===== src/rtl/usr_pkg.sv =====
// Shared definitions for the universal shift register: mode codes, FSM states
// and the per-bit next-value select.
package usr_pkg;

    localparam logic [2:0] MODE_HOLD  = 3'b000;
    localparam logic [2:0] MODE_SHL   = 3'b001;
    localparam logic [2:0] MODE_SHR   = 3'b010;
    localparam logic [2:0] MODE_ROL   = 3'b011;
    localparam logic [2:0] MODE_ROR   = 3'b100;
    localparam logic [2:0] MODE_LOAD  = 3'b101;
    localparam logic [2:0] MODE_CLEAR = 3'b110;
    localparam logic [2:0] MODE_BURST = 3'b111;

    typedef enum logic {
        ST_IDLE  = 1'b0,
        ST_BURST = 1'b1
    } state_t;

    // Source of each bit slice's next value.
    typedef enum logic [2:0] {
        SEL_SELF,
        SEL_LEFT,
        SEL_RIGHT,
        SEL_D,
        SEL_RST
    } sel_t;

endpackage


===== src/rtl/universal_shift_reg_if.sv =====
// Control/data bundle of the universal shift register. Optional PAR output is
// present only when USR_PARITY_EN is defined.
interface universal_shift_reg_if #(
    parameter int WIDTH = 8
);
    localparam int AW = $clog2(WIDTH) + 1;

    logic             i_en;
    logic [2:0]       i_mode;
    logic [WIDTH-1:0] i_d;
    logic             i_sin_l;
    logic             i_sin_r;
    logic [AW-1:0]    i_amt;
    logic [WIDTH-1:0] o_q;
    logic             o_sout_l;
    logic             o_sout_r;
    logic             o_busy;
    logic             o_done;
`ifdef USR_PARITY_EN
    logic             o_par;
`endif

    modport master (
        output i_en, i_mode, i_d, i_sin_l, i_sin_r, i_amt,
`ifdef USR_PARITY_EN
        input  o_par,
`endif
        input  o_q, o_sout_l, o_sout_r, o_busy, o_done
    );

    modport slave (
        input  i_en, i_mode, i_d, i_sin_l, i_sin_r, i_amt,
`ifdef USR_PARITY_EN
        output o_par,
`endif
        output o_q, o_sout_l, o_sout_r, o_busy, o_done
    );

endinterface


===== src/rtl/usr_bit_cell.sv =====
// One bit slice: next-value mux plus a flop with synchronous reset and enable.
// With USR_PARITY_EN the mux output is exported so the top can track parity.
module usr_bit_cell
    import usr_pkg::*;
#(
    parameter logic RST_BIT = 1'b0
) (
    input  logic i_clk,
    input  logic i_rst,
    input  logic i_en,
    input  sel_t i_sel,
    input  logic i_left,
    input  logic i_right,
    input  logic i_d,
`ifdef USR_PARITY_EN
    output logic o_nxt,
`endif
    output logic o_q
);

    logic r_q;
    logic w_nxt;

    // NOTE: default assigned first so every path drives w_nxt; no latch.
    always_comb begin
        w_nxt = r_q;
        case (i_sel)
            SEL_LEFT:  w_nxt = i_left;
            SEL_RIGHT: w_nxt = i_right;
            SEL_D:     w_nxt = i_d;
            SEL_RST:   w_nxt = RST_BIT;
            default:   w_nxt = r_q;
        endcase
    end

    // NOTE: reset is synchronous and checked before enable, so it always wins.
    always_ff @(posedge i_clk) begin
        if (i_rst)
            r_q <= RST_BIT;
        else if (i_en)
            r_q <= w_nxt;
    end

    assign o_q = r_q;
`ifdef USR_PARITY_EN
    assign o_nxt = w_nxt;
`endif

endmodule


===== src/rtl/universal_shift_reg.sv =====
// WIDTH-bit universal shift register with hold/shift/rotate/load/clear and a
// multi-cycle burst rotate with BUSY/DONE. Optional PAR output: USR_PARITY_EN.
module universal_shift_reg
    import usr_pkg::*;
#(
    parameter int               WIDTH     = 8,
    parameter logic [WIDTH-1:0] RESET_VAL = '0
) (
    input  logic                  i_clk,
    input  logic                  i_rst,
    universal_shift_reg_if.slave  bus
);

    localparam int AW = $clog2(WIDTH) + 1;

    state_t           r_state, w_state_nxt;
    logic [AW-1:0]    r_cnt, w_cnt_nxt;
    logic             r_done, w_done_nxt;
    logic [AW-1:0]    w_amount;
    sel_t             w_sel;
    logic             w_fill_l;
    logic             w_fill_r;
    logic [WIDTH-1:0] w_q;

    // Amounts above WIDTH wrap; exactly WIDTH is a full-circle burst.
    assign w_amount = (bus.i_amt > AW'(WIDTH)) ? (bus.i_amt % AW'(WIDTH)) : bus.i_amt;

    always_comb begin
        w_state_nxt = r_state;
        w_cnt_nxt   = r_cnt;
        w_done_nxt  = 1'b0;
        w_sel       = SEL_SELF;
        w_fill_l    = w_q[WIDTH-1];
        w_fill_r    = w_q[0];
        if (bus.i_en) begin
            case (r_state)
                ST_IDLE: begin
                    case (bus.i_mode)
                        MODE_SHL: begin
                            w_sel    = SEL_LEFT;
                            w_fill_l = bus.i_sin_l;
                        end
                        MODE_SHR: begin
                            w_sel    = SEL_RIGHT;
                            w_fill_r = bus.i_sin_r;
                        end
                        MODE_ROL:   w_sel = SEL_LEFT;
                        MODE_ROR:   w_sel = SEL_RIGHT;
                        MODE_LOAD:  w_sel = SEL_D;
                        MODE_CLEAR: w_sel = SEL_RST;
                        MODE_BURST: begin
                            if (w_amount == '0) begin
                                w_done_nxt = 1'b1;
                            end else begin
                                w_cnt_nxt   = w_amount;
                                w_state_nxt = ST_BURST;
                            end
                        end
                        default: w_sel = SEL_SELF;
                    endcase
                end
                ST_BURST: begin
                    w_sel     = SEL_LEFT;
                    w_cnt_nxt = r_cnt - AW'(1);
                    if (r_cnt == AW'(1)) begin
                        w_state_nxt = ST_IDLE;
                        w_done_nxt  = 1'b1;
                    end
                end
                default: w_state_nxt = ST_IDLE;
            endcase
        end
    end

    // NOTE: non-blocking assignments keep all state flops updating together.
    always_ff @(posedge i_clk) begin
        if (i_rst) begin
            r_state <= ST_IDLE;
            r_cnt   <= '0;
            r_done  <= 1'b0;
        end else begin
            r_state <= w_state_nxt;
            r_cnt   <= w_cnt_nxt;
            r_done  <= w_done_nxt;
        end
    end

`ifdef USR_PARITY_EN
    logic [WIDTH-1:0] w_nxt;
    logic             r_par;
`endif

    for (genvar i = 0; i < WIDTH; i++) begin : g_bit
        logic w_left;
        logic w_right;
        if (i == 0) begin : g_lsb
            assign w_left = w_fill_l;
        end else begin : g_mid_l
            assign w_left = w_q[i-1];
        end
        if (i == WIDTH - 1) begin : g_msb
            assign w_right = w_fill_r;
        end else begin : g_mid_r
            assign w_right = w_q[i+1];
        end
        usr_bit_cell #(
            .RST_BIT (RESET_VAL[i])
        ) u_cell (
            .i_clk   (i_clk),
            .i_rst   (i_rst),
            .i_en    (bus.i_en),
            .i_sel   (w_sel),
            .i_left  (w_left),
            .i_right (w_right),
            .i_d     (bus.i_d[i]),
`ifdef USR_PARITY_EN
            .o_nxt   (w_nxt[i]),
`endif
            .o_q     (w_q[i])
        );
    end

`ifdef USR_PARITY_EN
    // Parity of the value Q is about to take, so PAR and Q change together.
    always_ff @(posedge i_clk) begin
        if (i_rst)
            r_par <= ^RESET_VAL;
        else if (bus.i_en)
            r_par <= ^w_nxt;
    end
    assign bus.o_par = r_par;
`endif

    assign bus.o_q      = w_q;
    assign bus.o_sout_l = w_q[WIDTH-1];
    assign bus.o_sout_r = w_q[0];
    assign bus.o_busy   = (r_state == ST_BURST);
    assign bus.o_done   = r_done;

endmodule


===== src/flat_wrapper.sv =====
// flat-port wrapper written by rule: the top's interface ports become plain ports
module universal_shift_reg_flat import usr_pkg::*;
#(
    parameter int               WIDTH     = 8,
    parameter logic [WIDTH-1:0] RESET_VAL = '0
)
  (i_clk, i_rst, bus_i_en, bus_i_mode, bus_i_d, bus_i_sin_l, bus_i_sin_r, bus_i_amt, bus_o_q, bus_o_sout_l, bus_o_sout_r, bus_o_busy, bus_o_done);
  universal_shift_reg_if #(.WIDTH(WIDTH)) bus_i ();
  input  logic i_clk;
  input  logic i_rst;
  input wire logic [$bits(bus_i.i_en)-1:0] bus_i_en;
  input wire logic [$bits(bus_i.i_mode)-1:0] bus_i_mode;
  input wire logic [$bits(bus_i.i_d)-1:0] bus_i_d;
  input wire logic [$bits(bus_i.i_sin_l)-1:0] bus_i_sin_l;
  input wire logic [$bits(bus_i.i_sin_r)-1:0] bus_i_sin_r;
  input wire logic [$bits(bus_i.i_amt)-1:0] bus_i_amt;
  output wire logic [$bits(bus_i.o_q)-1:0] bus_o_q;
  output wire logic [$bits(bus_i.o_sout_l)-1:0] bus_o_sout_l;
  output wire logic [$bits(bus_i.o_sout_r)-1:0] bus_o_sout_r;
  output wire logic [$bits(bus_i.o_busy)-1:0] bus_o_busy;
  output wire logic [$bits(bus_i.o_done)-1:0] bus_o_done;
  assign bus_i.i_en = bus_i_en;
  assign bus_i.i_mode = bus_i_mode;
  assign bus_i.i_d = bus_i_d;
  assign bus_i.i_sin_l = bus_i_sin_l;
  assign bus_i.i_sin_r = bus_i_sin_r;
  assign bus_i.i_amt = bus_i_amt;
  assign bus_o_q = bus_i.o_q;
  assign bus_o_sout_l = bus_i.o_sout_l;
  assign bus_o_sout_r = bus_i.o_sout_r;
  assign bus_o_busy = bus_i.o_busy;
  assign bus_o_done = bus_i.o_done;
  universal_shift_reg #(.WIDTH(WIDTH), .RESET_VAL(RESET_VAL)) u_core (.i_clk(i_clk), .i_rst(i_rst), .bus(bus_i));
endmodule

===== config.mk =====
export PLATFORM = sky130hd
export DESIGN_NAME = universal_shift_reg_flat
export DESIGN_NICKNAME = d
export VERILOG_FILES = /design/src/rtl/usr_pkg.sv /design/src/rtl/universal_shift_reg_if.sv /design/src/rtl/usr_bit_cell.sv /design/src/rtl/universal_shift_reg.sv /design/src/flat_wrapper.sv
export SDC_FILE = /design/constraint.sdc
export NUM_CORES = 1
export LEC_CHECK = 0
export CAP_MARGIN = 30
export CORE_UTILIZATION = 42
export DETAILED_ROUTE_END_ITERATION = 6
export PLACE_DENSITY = 0.75
export RECOVER_POWER = 50
export SETUP_SLACK_MARGIN = 0.2
export SLEW_MARGIN = 40
export SYNTH_ARGS = -nofsm -noshare
export SYNTH_HDL_FRONTEND = slang
export SYNTH_SLANG_ARGS = --single-unit

===== constraint.sdc =====
create_clock -name i_clk -period 1.55 [get_ports i_clk]
set_clock_uncertainty 0.05 [all_clocks]
set_input_delay 0.155 -clock i_clk [delete_from_list [all_inputs] [get_ports i_clk]]
set_output_delay 0.155 -clock i_clk [all_outputs]
set_load 0.01 [all_outputs]

* Yosys cells after proc, flatten, opt, wreduce, memory -nomap -nowiden
Cells that the tools add are included.
** Operators by class
- $add $sub $neg :: 1
- Magnitude comparators :: 1
- Equality and inequality tests :: 14
- Muxes and demuxes :: 27
- Bitwise gates (word level) :: 2
- Reductions and logical operators :: 7
** Operators by type and width (count)
- 1-bit case mux with 4 select lines :: 8
- 3-bit equality test, second input constant :: 5
- 3-bit by 2-bit equality test with 1-bit output, second input constant :: 4
- 4-bit two-way mux :: 3
- 3-bit case mux with 4 select lines :: 1
- 1-bit two-way mux :: 10
- 4-bit case mux with 2 select lines :: 1
- 3-bit by 1-bit equality test with 1-bit output, second input constant :: 2
- 3-bit case mux with 2 select lines :: 1
- 2-bit OR reduction :: 3
- 4-bit by 1-bit equality test with 1-bit output, second input constant :: 1
- 4-bit greater-than comparator, second input constant :: 1
- 4-bit logical NOT :: 1
- 2-bit != test, second input constant :: 2
- 1-bit case mux with 2 select lines :: 2
- 4-bit nonzero test :: 1
- 4-bit by 1-bit subtractor with 4-bit output, second input constant :: 1
- 3-bit two-way mux :: 1
- 3-bit AND reduction :: 1
- 1-bit inverter :: 2
- 2-bit AND reduction :: 1
** Word-level totals
- Register bits after elaboration :: 14

* Logic depth before layout (Yosys ltp)
Gate-level depths: netlist of the first run.
- Word-level depth :: 8
- Depth in mapped cells :: 6
- Depth with buffers taken out :: 6

* Modules after synthesis
Synthesis of the first run repeated with hierarchy kept, for this count alone.
** Second synthesis, totals
- Cells, all modules :: 143
- Area, all modules :: 1153.6 µm²
** Modules (own cells, without submodules)
- usr_bit_cell :: instances 8, cells an instance 10, area an instance 75.1 µm², seq. area each 20.0 µm²
- universal_shift_reg :: instances 1, cells an instance 63, area an instance 553.0 µm², seq. area each 120.1 µm²

* Worst setup path after synthesis of the first run
Ideal clock, no wire load.
- Kind :: reg2reg
- Start point :: register u_core.r_state, in the netlist u_core.bus.o_busy
- End point :: register u_core.g_bit[7].u_cell.r_q
- Arrival time :: 1405 ps
- Required time :: 1421 ps
- Path slack :: 15 ps
- Cell stages (with the launch flop) :: 5
- Cell sequence :: dfxtp_1 nand4b_1 o311a_1 mux2_4 a211oi_2
** On the way
- Word-level cells in the longest chain between the ends :: 6
- Elaborated cells between the ends (all ways) :: 11
** Ends and longest elaborated chain
- from (decl) :: line universal_shift_reg.sv:16 : state_t r_state, w_state_nxt;
- from (signal assigned) :: line universal_shift_reg.sv:82 : r_state <= w_state_nxt;
- 1-bit inverter :: line universal_shift_reg.sv:36 : case (r_state)
- 3-bit case mux with 2 select lines :: line universal_shift_reg.sv:36
- 3-bit two-way mux :: line universal_shift_reg.sv:35 : if (bus.i_en) begin
- 3-bit equality test, or another cell as far along :: line usr_bit_cell.sv:27 : case (i_sel)
- 4-bit nonzero test (no line)
- 2-bit AND reduction (no line)
- to (signal assigned) :: line usr_bit_cell.sv:41 : r_q <= w_nxt;
- to (decl) :: line usr_bit_cell.sv:21 : logic r_q;
Several ways; a longest one is shown, not always the timed one.
A chain may end at the register's enable or synchronous reset.

* Worst setup path after layout of the first run
Same ends and word-level chain as after synthesis.

==> results of run 1 <==
[layout by cell type, fill, tap and decap left out, types with 2 or more instances in the layout]
cell	Yosys	layout
buf_4	9	19
a32oi_1	2	2
o31ai_1	2	2
dfxtp_1	14	12
dlymetal6s2s_1	0	2
inv_1	18	18
a211oi_1	4	4
clkdlybuf4s25_1	0	3
a21oi_1	2	2
nor2b_1	2	2
ha_1	2	2
buf_6	2	11
a221oi_2	4	5
a211oi_2	4	4
dlygate4sd2_1	0	13
clkdlybuf4s50_1	0	13
nand2b_1	2	2
nand2_1	3	3
o21ai_0	7	7
o32ai_1	6	3
clkbuf_4	0	3
o32ai_2	0	3
nor2_1	3	2
[layout make-up]
| type | count | area, um^2 | area share |
|---|---|---|---|
| multi-input combinational | 75 | 752.0 | 0.4299 |
| timing repair buffer | 62 | 580.6 | 0.3319 |
| sequential | 14 | 285.3 | 0.1631 |
| inverter | 18 | 67.56 | 0.03863 |
| tap | 30 | 37.54 | 0.02146 |
| clock buffer | 4 | 26.28 | 0.01502 |
[metal layers]
metal	GRT usage	up-vias
met3	0.04802	2
met2	0.4188	24
met1	0.2694	559
li1	-	555
met4	0.05702	0
met5	0	-
[stage by stage]
step	utilization	setup TNS, ns
2_1_floorplan	-	0
3_3_place_gp	0.6056	-2.751
3_5_place_dp	0.6056	-3.383
4_1_cts	0.6426	0
5_1_grt	0.6997	-0.02331
6_report	0.6997	0
[sequential cells by signal, summed over array words and instances, names as in the netlist]
name / count
u_core.bus.o_done: 1
u_core.bus.o_busy: 1
u_core.r_cnt: 4
u_core.g_bit.u_cell.o_q: 8
[worst max-delay path by stage]
| stage | start | to | slack, ns | depth (start not counted) |
|---|---|---|---|---|
| after global routing | u_core.bus.o_busy | u_core.g_bit[7].u_cell.o_q | -0.02 | 4 |
| final | u_core.bus.o_busy | u_core.g_bit[7].u_cell.o_q | 0.07 | 4 |
| after CTS | u_core.bus.o_busy | u_core.g_bit[1].u_cell.o_q | 0.09 | 6 |
| after detailed placement | bus_i_mode[2] | u_core.g_bit[5].u_cell.o_q | -0.33 | 7 |
| after global placement | bus_i_amt[0] | u_core.r_cnt[0] | -0.24 | 5 |
| after floorplan | u_core.bus.o_busy | u_core.g_bit[7].u_cell.o_q | 0.21 | 4 |
[cell usage after synthesis, drive strengths merged, types with 2 or more instances]
library cell,count,share of area
nand2b,3,0.023
nor2,3,0.010
o32ai,6,0.047
clkbuf,2,0.017
o21ai,7,0.031
a221oi,6,0.069
a32oi,2,0.016
ha,2,0.022
o311a,2,0.018
buf,12,0.085
nand2,3,0.010
nor2b,2,0.011
nand3b,2,0.017
a21oi,3,0.023
o31ai,2,0.013
dfxtp,14,0.25
inv,18,0.060
a211oi,8,0.072
nand3,2,0.013
xnor2,2,0.016
[power groups by stage]
stage / clock, W / combinational, W / sequential [W]
floorplan: 0 / 0.000201 / 0.000409
global placement: 0 / 0.000330 / 0.000412
detailed placement: 0 / 0.000339 / 0.000414
CTS: 0.000224 / 0.000349 / 0.000406
global route: 0.000243 / 0.000417 / 0.000409
finish: 0.000220 / 0.000388 / 0.000406
[logic make-up after synthesis]
kind of cell / after synthesis
compound gates: 44
xor+xnor: 2
fa+ha+maj: 2
buf+inv: 33
flops: 14
mux: 2
simple gates: 25
[worst max-delay path, stage by stage (launching register included)]
cell	delay [ns]
dfxtp_4	0.38
nand4b_1	0.30
o311a_4	0.22
mux2_4	0.30
a211oi_2	0.15
[what timing repair did]
item | 4_1_cts | 5_1_grt
pin swaps | 5 | 19
hold endpoints to repair | 0 | 0
setup buffers | 1 | 7
cloned | 0 | 1
gates resized for setup | 26 | 26
setup endpoints to repair | 24 | 17
==> results.sh, run 1 <==
export IMPL_clkLatencyLatePin_ns=0.28
export IMPL_hpwlAfterDp_um=2230
export IMPL_ys_seq_area_frac=0.2503
export IMPL_synth_compound_area_frac=0.3553
export IMPL_max_freq_ghz=0.6745
export IMPL_hp_start="bus_i_en"
export IMPL_synth_avg_cell_area_um2=9.179
export IMPL_min_path_type="in -> reg"
export IMPL_rsz0062_at_grt="true"
export IMPL_setup_ws_ns=0.06733
export IMPL_vdd_ir_drop_max_mv=0.5937
export IMPL_clk_pin_slew_ns=0.09
export IMPL_final_area_um2=1749
export IMPL_cp_max_fo=6
export IMPL_ys_types=50
export IMPL_globalplace_congestion=0.8579
export IMPL_synth_area_mux_share=0.02235
export IMPL_fp_dieH_um=53.64
export IMPL_dpl_worst_slack_ns=-0.3267
export IMPL_hold_violations=0
export IMPL_drtIter0Drc=14
export IMPL_grt_first_pass_wirelength_um=4761
export IMPL_power_w=0.001014
export IMPL_arrival_ns=1.63
export IMPL_dr_pass1_iters=4
export IMPL_grt_util_all_layers=0.2295
export IMPL_critical_path_class="reg -> reg"
export IMPL_synth_edf_count=0
export IMPL_powerDensity_nw_per_um2=579.7
export IMPL_synthSimpleGateAreaFrac=0.1642
export IMPL_start_util=0.4479
export IMPL_synth_fa_ha_area_frac=0.02235
export IMPL_r2r_start="u_core.bus.o_busy"
export IMPL_placedCellCount=190
export IMPL_rows=18
export IMPL_sw_frac_of_total=0.3175
export IMPL_ff2ff_setup_slack_ns=0.07
export IMPL_placed_cell_area_um2=1514
export IMPL_drc_errors=0
export IMPL_die_x_um=53.64
export IMPL_wl_per_cell_um=15.47
export IMPL_final_cells=203
export IMPL_synthXorXnorAreaFrac=0.01564
export IMPL_dieArea_um2=2877
export IMPL_drv_cap=0
export IMPL_core_um2=2500
export IMPL_whs_ns=0.3584
export IMPL_async_flop_share=0
export IMPL_wl_met1_um=1355
export IMPL_cts_made_buffers=3
export IMPL_p_int_w=0.0006920
export IMPL_min_period_ns=1.483
export IMPL_tightest_slew_ns=0.3185
export IMPL_ios=32
export IMPL_maxSlewHeadroom=0.7870
export IMPL_ys_ff_latch=14
export IMPL_drive_gt1_frac=0.3699
export IMPL_holdPathEnd="u_core.bus.o_done"
export IMPL_comb_power_share=0.383
export IMPL_clock_sinks=14
export IMPL_wirelength_um=3141
export IMPL_antenna_found_initial=0
export IMPL_synth_top_family_by_area="compound AO/OA/AOI/OAI gates"
export IMPL_dr_max_layer_used="met4"
export IMPL_cts_tree="done"
export IMPL_status="finished clean"
export IMPL_min_delay_path_depth=3
export IMPL_p_leak_nw=0.7572
export IMPL_clockBufferDepth=2
export IMPL_setup_violations_final=0
export IMPL_io_buffers=31
export IMPL_grt_max_degree=12
export IMPL_vias=1140
export IMPL_wl_met3_um=95
export IMPL_grt_pass1_vias=1049
export IMPL_mappedNetlistArea_um2=1120
export IMPL_grt_overflow_total=0
export IMPL_holdBufCountCts=0
export IMPL_synthCells=122
export IMPL_cts_htree_levels=1
export IMPL_met2_wirelength_um=1680
export IMPL_ff2ff_path_depth=4
export IMPL_p_switching_w=0.0003220
export IMPL_dominantRegCellSynth="dfxtp_1"
export IMPL_finalCritPeriodShare=0.9566
export IMPL_num_fill_cells=190
export IMPL_via_per_inst=5.616
export IMPL_clkPwrFrac=0.217
export IMPL_slew_viol_final=0
export IMPL_crit_path_start_kind="flop"
export IMPL_r2r_end="u_core.g_bit[7].u_cell.o_q"
export IMPL_nets=196
export IMPL_clockRootBuffer="clkbuf_4"
export IMPL_antenna_left=0
export IMPL_seqPwrFrac=0.400
export IMPL_synthToLayoutAreaGrowth_pct=56.20
export IMPL_crit_path_end_kind="flop"
export IMPL_antennaDiodeCount=0
export IMPL_yosysWarningCount=0
export IMPL_cp_required_ns=1.69
export IMPL_syn_num_nets=144
Power figures use the tool's default switching activity.
==> run 2: changes to the inputs <==
--- a/config.mk
+++ b/config.mk
@@ -8,8 +8,10 @@
 export CAP_MARGIN = 30
 export CORE_UTILIZATION = 42
 export DETAILED_ROUTE_END_ITERATION = 6
+export GPL_TIMING_DRIVEN = 0
 export PLACE_DENSITY = 0.75
 export RECOVER_POWER = 50
+export REMOVE_ABC_BUFFERS = 1
 export SETUP_SLACK_MARGIN = 0.2
 export SLEW_MARGIN = 40
 export SYNTH_ARGS = -nofsm -noshare
==> run 2 against run 1 <==
Critical path depth grew 1. Largest power group unchanged. Clock power grew 20%. Critical path type unchanged. Non-clock buffer count shrank 15. Core utilization shrank 8.5 points.
==> results.sh, run 2 (same netlist as run 1, synthesis figures left out) <==
export IMPL_clock_sinks=14
export IMPL_hpwlAfterDp_um=1892
export IMPL_most_common_layout_cells="18 x inv_1, 13 x dlygate4sd2_1, 12 x buf_4"
export IMPL_placed_cell_area_um2=1355
export IMPL_dr_pass1_iters=4
export IMPL_clockRootBuffer="clkbuf_4"
export IMPL_p_switching_w=0.0003059
export IMPL_cp_required_ns=1.67
export IMPL_synthToLayoutAreaGrowth_pct=37.32
export IMPL_finalCritPeriodShare=0.9426
export IMPL_layout_commonest_cell="inv_1"
export IMPL_grt_max_degree=16
export IMPL_grt_overflow_total=0
export IMPL_max_freq_ghz=0.6844
export IMPL_cts_made_buffers=3
export IMPL_cp_max_fo=6
export IMPL_rows=18
export IMPL_ff2ff_path_depth=5
export IMPL_hold_violations=0
export IMPL_drtIter0Drc=14
export IMPL_wl_met3_um=131
export IMPL_crit_path_start_kind="flop"
export IMPL_slew_viol_final=0
export IMPL_met2_wirelength_um=1531
export IMPL_wl_per_cell_um=15.24
export IMPL_clkPwrFrac=0.266
export IMPL_antenna_left=0
export IMPL_grt_first_pass_wirelength_um=4574
export IMPL_powerDensity_nw_per_um2=649.0
export IMPL_antenna_found_initial=0
export IMPL_antennaDiodeCount=0
export IMPL_clkLatencyLatePin_ns=0.27
export IMPL_slowest_stage="dfxtp_4"
export IMPL_io_buffers=31
export IMPL_drv_cap=0
export IMPL_final_area_um2=1538
export IMPL_clk_pin_slew_ns=0.08
export IMPL_nets=181
export IMPL_finalSetupTns_ns=0
export IMPL_wirelength_um=2865
export IMPL_setup_violations_final=0
export IMPL_fp_dieH_um=53.64
export IMPL_holdBufCountCts=0
export IMPL_status="finished clean"
export IMPL_vias=1099
export IMPL_drive_gt1_frac=0.3101
export IMPL_clockBufferDepth=2
export IMPL_core_um2=2500
export IMPL_crit_path_end_kind="flop"
export IMPL_crit_chain="buf_2 -> buf_4 -> a21oi_2 -> nand2b_1 -> o311a_1"
export IMPL_comb_power_share=0.330
export IMPL_cts_htree_levels=1
export IMPL_largest_reg_flops=8
export IMPL_whs_ns=0.2114
export IMPL_drc_errors=0
export IMPL_cts_tree="done"
export IMPL_rsz0062_at_grt="true"
export IMPL_via_per_inst=5.846
export IMPL_seqPwrFrac=0.405
export IMPL_wl_met1_um=1169
export IMPL_setup_ws_ns=0.08892
export IMPL_sw_frac_of_total=0.3065
export IMPL_dr_max_layer_used="met4"
export IMPL_grt_pass1_vias=1069
export IMPL_tightest_slew_ns=0.5478
export IMPL_min_period_ns=1.461
export IMPL_cpPeakStageDelay_ns=0.38
export IMPL_p_int_w=0.0006920
export IMPL_critical_path_class="reg -> reg"
export IMPL_die_x_um=53.64
export IMPL_dpl_worst_slack_ns=-0.7088
export IMPL_maxSlewHeadroom=0.6342
export IMPL_p_leak_nw=0.6486
export IMPL_vdd_ir_drop_max_mv=0.6451
export IMPL_globalplace_congestion=0.7462
export IMPL_ios=32
export IMPL_arrival_ns=1.58
export IMPL_min_delay_path_depth=3
export IMPL_min_path_type="in -> reg"
export IMPL_grt_util_all_layers=0.2188
export IMPL_start_util=0.4479
export IMPL_dieArea_um2=2877
-- run 2: cell count changes in the layout (fill, tap and decap cells not counted), moves of 3 or more --
| cell | before | now |
|---|---|---|
| buf_6 | 11 | 3 |
| buf_4 | 19 | 12 |
| clkdlybuf4s50_1 | 13 | 10 |
| o32ai_1 | 3 | 6 |
| o32ai_2 | 3 | 0 |
-- run 2: metal layers --
| metal | GRT usage | vias up |
|---|---|---|
| met3 | 0.05650 | 6 |
| met4 | 0.06579 | 0 |
| li1 | - | 528 |
| met2 | 0.4250 | 31 |
| met1 | 0.2254 | 534 |
| met5 | 0 | - |
-- run 2: critical path, delay by kind of cell, from the launching register on --
family,cells,cell delay [ns]
AOI/OAI and AO/OA,2,0.43
buffers and inverters,2,0.29
DFF,1,0.38
and+or+nand+nor,1,0.21
-- run 2: cell type report --
class                   instances  area [um^2]
fillers                       225        962.2
multi-input cells              75        691.9
repair buffers                 47        417.9
flip-flops and latches         14        286.5
inverters                      18        67.56
well taps                      30        37.54
clock buffers                   4        36.28
-- run 2: worst paths after layout --
kind                                        start               to  slack, ns
worst max register to register  u_core.bus.o_busy  u_core.r_cnt[0]       0.09
worst min-delay path                 bus_i_amt[2]  u_core.r_cnt[2]       0.21
worst max-delay path            u_core.bus.o_busy  u_core.r_cnt[0]       0.09
worst min register to register    u_core.r_cnt[3]  u_core.r_cnt[3]       0.46
-- run 2: power groups by stage --
stage | Combinational [W] | Sequential [W] | Clock [W]
global placement | 0.000283 | 0.000414 | 0
floorplan | 0.000142 | 0.000420 | 0
detailed placement | 0.000292 | 0.000416 | 0
finish | 0.000329 | 0.000404 | 0.000265
CTS | 0.000318 | 0.000404 | 0.000268
global route | 0.000355 | 0.000407 | 0.000284
-- run 2: timing repair --
action / in CTS / in global routing
pin swaps: 5 / 13
resized for setup: 35 / 17
endpoints found under the setup margin: 25 / 14
gates cloned: 0 / 0
buffers inserted: 14 / 2
-- run 2: per-stage QoR --
stage | cells | total power, W | util
finish | 188 | 0.0009979 | 0.6151
global route | 188 | 0.001046 | 0.6151
CTS | 186 | 0.0009894 | 0.6081
detailed placement | 168 | 0.0007077 | 0.5420
global placement | 168 | 0.0006963 | 0.5380
floorplan | 107 | 0.0005625 | -
